## src/rtl/ps2_pkg.sv

```systemverilog
// Shared constants, state encodings and the ASCII-to-scan-code table for the PS/2 sender.
// Latency: n/a (declarations only).
// Backpressure: n/a.
// The scan-code table is compiled in: bit 8 = shift required, bits 7:0 = set-2 make code, 00 = unsupported.
package ps2_pkg;

    localparam logic [7:0] BREAK_CODE  = 8'hF0;
    localparam logic [7:0] LSHIFT_CODE = 8'h12;
    localparam int         FRAME_BITS  = 11;

    typedef enum logic [1:0] {
        SEQ_IDLE,
        SEQ_LOOKUP,
        SEQ_SEND,
        SEQ_GAP
    } seq_state_t;

    typedef enum logic [2:0] {
        TX_WAIT_HI,
        TX_BIT_HI,
        TX_BIT_LO,
        TX_STOP,
        TX_DONE
    } tx_state_t;

    // Upper-case letters share the lower-case key and request shift.
    function automatic logic [8:0] scan_lookup(input logic [6:0] c);
        logic [6:0] k;
        logic       sh;
        logic [7:0] m;
        sh = 1'b0;
        k  = c;
        if (c >= 7'h41 && c <= 7'h5A) begin
            sh = 1'b1;
            k  = c | 7'h20;
        end
        case (k)
            7'h61: m = 8'h1C;  7'h62: m = 8'h32;  7'h63: m = 8'h21;  7'h64: m = 8'h23;
            7'h65: m = 8'h24;  7'h66: m = 8'h2B;  7'h67: m = 8'h34;  7'h68: m = 8'h33;
            7'h69: m = 8'h43;  7'h6A: m = 8'h3B;  7'h6B: m = 8'h42;  7'h6C: m = 8'h4B;
            7'h6D: m = 8'h3A;  7'h6E: m = 8'h31;  7'h6F: m = 8'h44;  7'h70: m = 8'h4D;
            7'h71: m = 8'h15;  7'h72: m = 8'h2D;  7'h73: m = 8'h1B;  7'h74: m = 8'h2C;
            7'h75: m = 8'h3C;  7'h76: m = 8'h2A;  7'h77: m = 8'h1D;  7'h78: m = 8'h22;
            7'h79: m = 8'h35;  7'h7A: m = 8'h1A;
            7'h30: m = 8'h45;  7'h31: m = 8'h16;  7'h32: m = 8'h1E;  7'h33: m = 8'h26;
            7'h34: m = 8'h25;  7'h35: m = 8'h2E;  7'h36: m = 8'h36;  7'h37: m = 8'h3D;
            7'h38: m = 8'h3E;  7'h39: m = 8'h46;
            7'h20: m = 8'h29;  7'h0D: m = 8'h5A;  7'h08: m = 8'h66;  7'h09: m = 8'h0D;
            7'h2D: m = 8'h4E;  7'h3D: m = 8'h55;  7'h2C: m = 8'h41;  7'h2E: m = 8'h49;
            7'h2F: m = 8'h4A;  7'h3B: m = 8'h4C;  7'h27: m = 8'h52;  7'h5B: m = 8'h54;
            7'h5D: m = 8'h5B;  7'h5C: m = 8'h5D;  7'h60: m = 8'h0E;
            default: m = 8'h00;
        endcase
        return {sh, m};
    endfunction

    // Byte idx of the make/break sequence for one key.
    function automatic logic [7:0] seq_byte(input logic [2:0] idx, input logic [7:0] make,
                                            input logic shift);
        logic [7:0] b;
        b = make;
        if (shift) begin
            case (idx)
                3'd0, 3'd5: b = LSHIFT_CODE;
                3'd2, 3'd4: b = BREAK_CODE;
                default:    b = make;
            endcase
        end else if (idx == 3'd1) begin
            b = BREAK_CODE;
        end
        return b;
    endfunction

endpackage

```

## src/rtl/ps2_frame_tx.sv

```systemverilog
// Serializes one byte as an 11-bit PS/2 device frame (start, D0..D7, odd parity, stop).
// Latency: GAP_CYCLES of sensed-high clock, 22*HALF_PERIOD frame, GAP_CYCLES release, then done pulses.
// Backpressure: host inhibit (clock sensed low while driven high) aborts and resends the byte.
// Ports: CLK_50/RST_N; start+byte_in launch a frame in TX_DONE; done pulses one cycle at the end;
//        ps2_clk_i_sync is the synchronized sensed clock; ps2_clk_o/ps2_data_o are open-drain drives (1 = released).
module ps2_frame_tx
    import ps2_pkg::*;
#(
    parameter int HALF_PERIOD = 2000,
    parameter int GAP_CYCLES  = 4000
) (
    input  logic       CLK_50,
    input  logic       RST_N,
    input  logic       start,
    input  logic [7:0] byte_in,
    input  logic       ps2_clk_i_sync,
    output logic       done,
    output logic       ps2_clk_o,
    output logic       ps2_data_o
);

    localparam int CNT_MAX = (HALF_PERIOD > GAP_CYCLES) ? HALF_PERIOD : GAP_CYCLES;
    localparam int CNT_W   = $clog2(CNT_MAX + 1);
    localparam logic [CNT_W-1:0] HP_LAST  = CNT_W'(HALF_PERIOD - 1);
    localparam logic [CNT_W-1:0] GAP_LAST = CNT_W'(GAP_CYCLES - 1);
    localparam logic [3:0]       BIT_LAST = 4'(FRAME_BITS - 1);

    tx_state_t        r_state;
    logic [CNT_W-1:0] r_cnt;
    logic [3:0]       r_bitidx;
    logic [10:0]      r_frame;
    logic             r_clk_o;
    logic             r_data_o;
    logic             r_done;
    logic             r_clk_d1;
    logic             r_clk_d2;
    logic             w_inhibit;

    // The sensed clock lags our own drive by the two synchronizer flops, so compare
    // against the drive delayed by two cycles; otherwise our own low phase looks like an inhibit.
    assign w_inhibit = r_clk_d2 && !ps2_clk_i_sync;

    always_ff @(posedge CLK_50 or negedge RST_N) begin
        if (!RST_N) begin
            r_state  <= TX_DONE;
            r_cnt    <= '0;
            r_bitidx <= '0;
            r_frame  <= '1;
            r_clk_o  <= 1'b1;
            r_data_o <= 1'b1;
            r_done   <= 1'b0;
            r_clk_d1 <= 1'b1;
            r_clk_d2 <= 1'b1;
        end else begin
            r_done   <= 1'b0;
            r_clk_d1 <= r_clk_o;
            r_clk_d2 <= r_clk_d1;
            case (r_state)
                TX_DONE: begin
                    if (start) begin
                        r_frame <= {1'b1, ~^byte_in, byte_in, 1'b0};
                        r_cnt   <= '0;
                        r_state <= TX_WAIT_HI;
                    end
                end
                TX_WAIT_HI: begin
                    if (!ps2_clk_i_sync) begin
                        r_cnt <= '0;
                    end else if (r_cnt == GAP_LAST) begin
                        r_cnt    <= '0;
                        r_bitidx <= '0;
                        r_data_o <= r_frame[0];
                        r_state  <= TX_BIT_HI;
                    end else begin
                        r_cnt <= r_cnt + 1'b1;
                    end
                end
                TX_BIT_HI, TX_BIT_LO: begin
                    if (w_inhibit) begin
                        // Abandon the partial frame; the whole byte goes again from its start bit.
                        r_cnt    <= '0;
                        r_bitidx <= '0;
                        r_clk_o  <= 1'b1;
                        r_data_o <= 1'b1;
                        r_state  <= TX_WAIT_HI;
                    end else if (r_cnt != HP_LAST) begin
                        r_cnt <= r_cnt + 1'b1;
                    end else if (r_state == TX_BIT_HI) begin
                        r_cnt   <= '0;
                        r_clk_o <= 1'b0;
                        r_state <= TX_BIT_LO;
                    end else begin
                        r_cnt   <= '0;
                        r_clk_o <= 1'b1;
                        if (r_bitidx == BIT_LAST) begin
                            r_data_o <= 1'b1;
                            r_state  <= TX_STOP;
                        end else begin
                            r_bitidx <= r_bitidx + 4'd1;
                            r_data_o <= r_frame[r_bitidx + 4'd1];
                            r_state  <= TX_BIT_HI;
                        end
                    end
                end
                TX_STOP: begin
                    if (r_cnt == GAP_LAST) begin
                        r_cnt   <= '0;
                        r_done  <= 1'b1;
                        r_state <= TX_DONE;
                    end else begin
                        r_cnt <= r_cnt + 1'b1;
                    end
                end
                default: r_state <= TX_DONE;
            endcase
        end
    end

    assign done       = r_done;
    assign ps2_clk_o  = r_clk_o;
    assign ps2_data_o = r_data_o;

endmodule

```

## src/rtl/ascii_ps2_sender.sv

```systemverilog
// Turns an accepted ASCII character into make / F0 / make PS/2 frames driven as a keyboard device.
// Latency: one-cycle registered lookup, err on the 2nd cycle after acceptance, first start bit >= GAP_CYCLES+2 cycles.
// Backpressure: busy blocks new characters (in_en ignored, no queue); host inhibit delays and resends frames.
// Ports: CLK_50/RST_N; in_en+ASCII character input; busy/err status; ps2_clk_i sensed clock;
//        ps2_clk_o/ps2_data_o open-drain drives (1 = released).
// Build option SHIFT_SEQ_EN: shifted keys are wrapped in left-shift make/break (6 frames).
module ascii_ps2_sender
    import ps2_pkg::*;
#(
    parameter int HALF_PERIOD = 2000,
    parameter int GAP_CYCLES  = 4000
) (
    input  logic       CLK_50,
    input  logic       RST_N,
    input  logic       in_en,
    input  logic [7:0] ASCII,
    output logic       busy,
    output logic       err,
    input  logic       ps2_clk_i,
    output logic       ps2_clk_o,
    output logic       ps2_data_o
);

    seq_state_t r_state;
    logic [7:0] r_make;
    logic       r_shift;
    logic       r_ok;
    logic [2:0] r_idx;
    logic       r_busy;
    logic       r_err;
    logic       r_start;
    logic [7:0] r_byte;
    logic       r_sync1;
    logic       r_sync2;

    logic [7:0] w_make;
    logic       w_shift;
    logic       w_ok;
    logic [2:0] w_last;
    logic       w_done;

`ifdef SHIFT_SEQ_EN
    logic [8:0] w_entry;
    assign w_entry = scan_lookup(ASCII[6:0]);
    assign w_make  = w_entry[7:0];
    assign w_shift = w_entry[8];
`else
    assign w_make  = 8'(scan_lookup(ASCII[6:0]));
    assign w_shift = 1'b0;
`endif

    // Rejection is known at acceptance, so busy never rises for a rejected character.
    assign w_ok   = !ASCII[7] && (w_make != 8'h00);
    assign w_last = r_shift ? 3'd5 : 3'd2;

    always_ff @(posedge CLK_50 or negedge RST_N) begin
        if (!RST_N) begin
            r_sync1 <= 1'b1;
            r_sync2 <= 1'b1;
        end else begin
            r_sync1 <= ps2_clk_i;
            r_sync2 <= r_sync1;
        end
    end

    always_ff @(posedge CLK_50 or negedge RST_N) begin
        if (!RST_N) begin
            r_state <= SEQ_IDLE;
            r_make  <= '0;
            r_shift <= 1'b0;
            r_ok    <= 1'b0;
            r_idx   <= '0;
            r_busy  <= 1'b0;
            r_err   <= 1'b0;
            r_start <= 1'b0;
            r_byte  <= '0;
        end else begin
            r_err   <= 1'b0;
            r_start <= 1'b0;
            case (r_state)
                SEQ_IDLE: begin
                    if (in_en && !r_busy) begin
                        r_make  <= w_make;
                        r_shift <= w_shift;
                        r_ok    <= w_ok;
                        r_busy  <= w_ok;
                        r_idx   <= '0;
                        r_state <= SEQ_LOOKUP;
                    end
                end
                SEQ_LOOKUP: begin
                    if (!r_ok) begin
                        r_err   <= 1'b1;
                        r_state <= SEQ_IDLE;
                    end else begin
                        r_start <= 1'b1;
                        r_byte  <= seq_byte(3'd0, r_make, r_shift);
                        r_state <= SEQ_SEND;
                    end
                end
                SEQ_SEND: r_state <= SEQ_GAP;
                SEQ_GAP: begin
                    if (w_done) begin
                        if (r_idx == w_last) begin
                            r_busy  <= 1'b0;
                            r_state <= SEQ_IDLE;
                        end else begin
                            r_idx   <= r_idx + 3'd1;
                            r_start <= 1'b1;
                            r_byte  <= seq_byte(r_idx + 3'd1, r_make, r_shift);
                            r_state <= SEQ_SEND;
                        end
                    end
                end
                default: r_state <= SEQ_IDLE;
            endcase
        end
    end

    ps2_frame_tx #(
        .HALF_PERIOD (HALF_PERIOD),
        .GAP_CYCLES  (GAP_CYCLES)
    ) u_frame_tx (
        .CLK_50         (CLK_50),
        .RST_N          (RST_N),
        .start          (r_start),
        .byte_in        (r_byte),
        .ps2_clk_i_sync (r_sync2),
        .done           (w_done),
        .ps2_clk_o      (ps2_clk_o),
        .ps2_data_o     (ps2_data_o)
    );

    assign busy = r_busy;
    assign err  = r_err;

endmodule
```

## config.mk

```make
export PLATFORM = sky130hd
export DESIGN_NAME = ascii_ps2_sender
export DESIGN_NICKNAME = d
export VERILOG_FILES = /design/src/rtl/ps2_pkg.sv /design/src/rtl/ps2_frame_tx.sv /design/src/rtl/ascii_ps2_sender.sv
export SDC_FILE = /design/constraint.sdc
export NUM_CORES = 1
export LEC_CHECK = 0
export ABC_AREA = 1
export ABC_CLOCK_PERIOD_IN_PS = 1700
export BUFFER_PORTS_ARGS = -buffer_cell sky130_fd_sc_hd__buf_2
export CAP_MARGIN = 20
export CORE_ASPECT_RATIO = 1.2
export CORE_UTILIZATION = 50
export DETAILED_ROUTE_END_ITERATION = 16
export GPL_TIMING_DRIVEN = 0
export PLACE_DENSITY = 0.69
export SETUP_SLACK_MARGIN = 0.5
export SLEW_MARGIN = 30
export SYNTH_ARGS = -nofsm -noshare
export SYNTH_HDL_FRONTEND = slang
export SYNTH_SLANG_ARGS = --single-unit
```

## constraint.sdc

```tcl
create_clock -name CLK_50 -period 1.7 [get_ports CLK_50]
set_clock_uncertainty 0.1 [all_clocks]
set_input_delay 0.085 -clock CLK_50 [delete_from_list [all_inputs] [get_ports CLK_50]]
set_output_delay 0.085 -clock CLK_50 [all_outputs]
set_load 0.01 [all_outputs]
```

==> results.md <==
- Cell at the root of the clock tree: sky130_fd_sc_hd__clkbuf_8
- CTS max path bufs: 2
- Synth unique cells: 35
- Count of boundary I/O pins: 16
- Insertion delay to the later sink of the worst-skew pair: between 0.3 and 0.4 ns
- Dominant cell type by area after synthesis: sky130_fd_sc_hd__dfrtp_1
- Area of the mapped netlist: approximately 3800 sq um
- Data arrival time of the critical path: 2.05 ns
- Total detailed-routing wirelength: 12300 um
- Net count after synthesis: roughly 550
- Area growth syn-to-layout: 52.9%
- Portion of the post-synthesis area used by sequential elements: slightly below 40%
- Sort of element at the start of the critical path: flop
- Iteration-0 DRC Markers: 221
- Cell Pwr Density: between 800 and 900 nW/um^2
- Total core area: roughly 7300 sq um
- Final cell area excluding filler cells: between 5000 and 6000 sq um
- Slew at the pin closest to its max-slew limit: roughly 0.74 ns
- Total of warnings raised by yosys: 0
- Maximum number of pins on one net before global-route repair: 61
- First-pass GRT wire length: about 18000 um
- Placement-stage cell area: roughly 4100 sq um
- Standard-cell rows: 34
- H-tree levels: 3
- Aggregate global routing overflow: 0
- Result of the run: complete, but fails checks
- Commonest non-fill, non-tap cell in the layout: sky130_fd_sc_hd__nand2_1
- Largest fanout of any net on the critical path: 6
- Number of port buffers: 12
- # clock sinks: 60
- Number of global-route vias before repair: a little over 4000
- Async SR Flop Fraction: 100%
- Routed Antenna Nets: 0
- Number of diodes added for antenna fixing: 0
- Gr usage total: between 20% and 30%
- Final count of pins violating max slew: 0
- Avg WL per Cell: 17.2 um
- Largest cells by area after synthesis: sky130_fd_sc_hd__dfrtp_1 (28%), sky130_fd_sc_hd__nand2_1 (14%), sky130_fd_sc_hd__dfstp_2 (12%)
- Class of the worst hold path: input port to flop
- Violated checks: negative setup slack
- Relative slew margins: about half
- Die height: slightly below 100 um
- Router iterations before antenna repair: 5
- Area share of the leading cell type in the synthesized netlist: about 28%
- Leakage power summed over all cells: approximately 0.0026 uW
- Post-route DRC violation count: 0
- Vias per cell: slightly below 6
- Post-route fraction of the period consumed by the critical path: 113%
- CP Capture Type: flop
- HPWL after detailed placement: 6520 um
- VDD IR-drop max: 1.12 mV
- Register bit count reported by yosys: 60
- WP data required: between 1.5 and 2 ns
- Shortest clock period the worst path allows after layout: around 1.9 ns
- Die Area: around 8000 sq um
- Final Hold Fails: 0
- Initial standard-cell utilization of the core: between 50% and 60%
- TritonCTS clock tree: yes
- Crit path setup slack, layout: -0.229 ns
- Leading cell types in the layout, fill and taps excluded: sky130_fd_sc_hd__nand2_1 (90), sky130_fd_sc_hd__inv_1 (52), sky130_fd_sc_hd__nand2_2 (42)
- Max-cap violation count: 0
- Hold Path Depth: 3
- Mean cell area of the mapped netlist: 7.26 sq um
- Post-synth EDFFs: 0
- Kind of critical path: flop to flop
- CTS clk-pin slew, worst paths: 0.08 ns
- FF-to-FF path depth: 10
- Most used DFF post-synth: sky130_fd_sc_hd__dfrtp_1
- Achievable frequency: between 500 and 600 MHz
- Setup repair after global routing missed its margin: yes
- X dimension of the die: 81.9 um
- Count of mapped cells out of synthesis: 528
- Final Net Count: between 600 and 700
- Final count of negative-setup-slack endpoints: 23
- Post-placement setup slack: -0.428 ns
- Number of buffers created by CTS: 9
- Global placement routability congestion: between 0.9 and 1
- Overall via count from detail_route: 4168
- Proportion of layout cells with a drive suffix above 1: 49.4%
- Initial antenna violation count: 0
[state kept, by name (all words and copies together), names as in the netlist, 2 cells and up]
register and flops:
u_frame_tx.r_bitidx 4, u_frame_tx.r_cnt 12, r_state 2, r_byte 8, u_frame_tx.r_state 3, r_idx 3, r_make 7, u_frame_tx.r_frame 10
[power by group]
group          switching [uW]  leakage, uW  internal, uW
combinational            1030      0.00172           775
sequential                190     0.000732          1660
clock                     589     0.000120           976
[final cells by class]
| class | count | area (sq um) |
|---|---|---|
| plain buffers | 11 | 98.8 |
| clock buffers | 10 | 128 |
| clock inverters | 6 | 113 |
| fillers | 426 | 1460 |
| inverters | 77 | 322 |
| multi-input cells | 380 | 2830 |
| flip-flops and latches | 60 | 1530 |
| well taps | 90 | 113 |
| repair buffers | 80 | 728 |
[synth_stat cells, types with 5 or more instances]
cell type / number
sky130_fd_sc_hd__nand3_1: 43
sky130_fd_sc_hd__nand2_1: 140
sky130_fd_sc_hd__dfrtp_1: 43
sky130_fd_sc_hd__nand4_1: 7
sky130_fd_sc_hd__o22ai_1: 9
sky130_fd_sc_hd__inv_2: 5
sky130_fd_sc_hd__buf_2: 5
sky130_fd_sc_hd__xnor2_1: 9
sky130_fd_sc_hd__ha_1: 13
sky130_fd_sc_hd__inv_1: 72
sky130_fd_sc_hd__o21ai_0: 35
sky130_fd_sc_hd__nor2_1: 49
sky130_fd_sc_hd__o211ai_1: 6
sky130_fd_sc_hd__a21oi_1: 20
sky130_fd_sc_hd__nor3_1: 12
sky130_fd_sc_hd__dfstp_2: 17
[worst max-delay path, cell delays in order (launching register included)]
cell and delay [ns]:
sky130_fd_sc_hd__dfrtp_1 0.36, sky130_fd_sc_hd__ha_2 0.22, sky130_fd_sc_hd__nand3_4 0.10, sky130_fd_sc_hd__nor2_4 0.17
sky130_fd_sc_hd__nand3_4 0.13, sky130_fd_sc_hd__nand4_1 0.14, sky130_fd_sc_hd__nand2_2 0.11, sky130_fd_sc_hd__a21oi_4 0.22
sky130_fd_sc_hd__inv_2 0.11, sky130_fd_sc_hd__o21ai_1 0.09, sky130_fd_sc_hd__o22ai_1 0.08
[layer usage]
metal  GRT usage [%]  share of wire (%)  up-vias  routed length (um)
met5               0                  0        -                   0
met4            15.9                4.5        0                 554
met3            5.23                6.2       60                 762
met2            49.3                 52      209                6430
met1            32.9                 37     1988                4520
li1                -                  -     1911                   -
[stage by stage]
step / hold WS, ns / total power (uW) / std cells / setup TNS, ns / utilization [%]
after global routing: 0.0746 / 5500 / 714 / -4.71 / 80.1
after global placement: 0.0916 / 2920 / 630 / -3.82 / 56.4
after detailed placement: 0.0957 / 2950 / 630 / -4.40 / 56.5
after floorplan: -0.311 / 2680 / 528 / 0 / -
after CTS: 0.0270 / 4890 / 700 / -0.332 / 72.4
final: 0.0608 / 5230 / 714 / -2.92 / 80.1
[what timing repair did]
action	in CTS	in global routing
pin swaps	43	57
cloned	3	0
hold endpoints to repair	46	0
resized for setup	146	122
setup endpoints to repair	55	57
setup buffers	48	14
hold buffers	3	0
[worst paths after layout]
path / from / slack (ns) / to
min in group asynchronous: RST_N / 0.24 / u_frame_tx.r_cnt[7]
max in group asynchronous: RST_N / 0.71 / u_frame_tx.r_state[1]
hold / removal: ASCII[6] / 0.06 / r_make[0]
setup / recovery: u_frame_tx.r_cnt[1] / -0.23 / u_frame_tx.r_cnt[7]
setup reg to reg: u_frame_tx.r_cnt[1] / -0.23 / u_frame_tx.r_cnt[7]
hold reg to reg: u_frame_tx.r_clk_d1 / 0.26 / u_frame_tx.r_clk_d2
[kinds of logic after synthesis]
kind of cell / share of synthesized area [%]
xor+xnor: 2.97
mux: 0.261
compound gates: 13.6
flops: 39.7
fa+ha+maj: 4.24
buf+inv: 9.56
simple gates: 29.7
No activity file was read; power rests on OpenSTA's default activity.
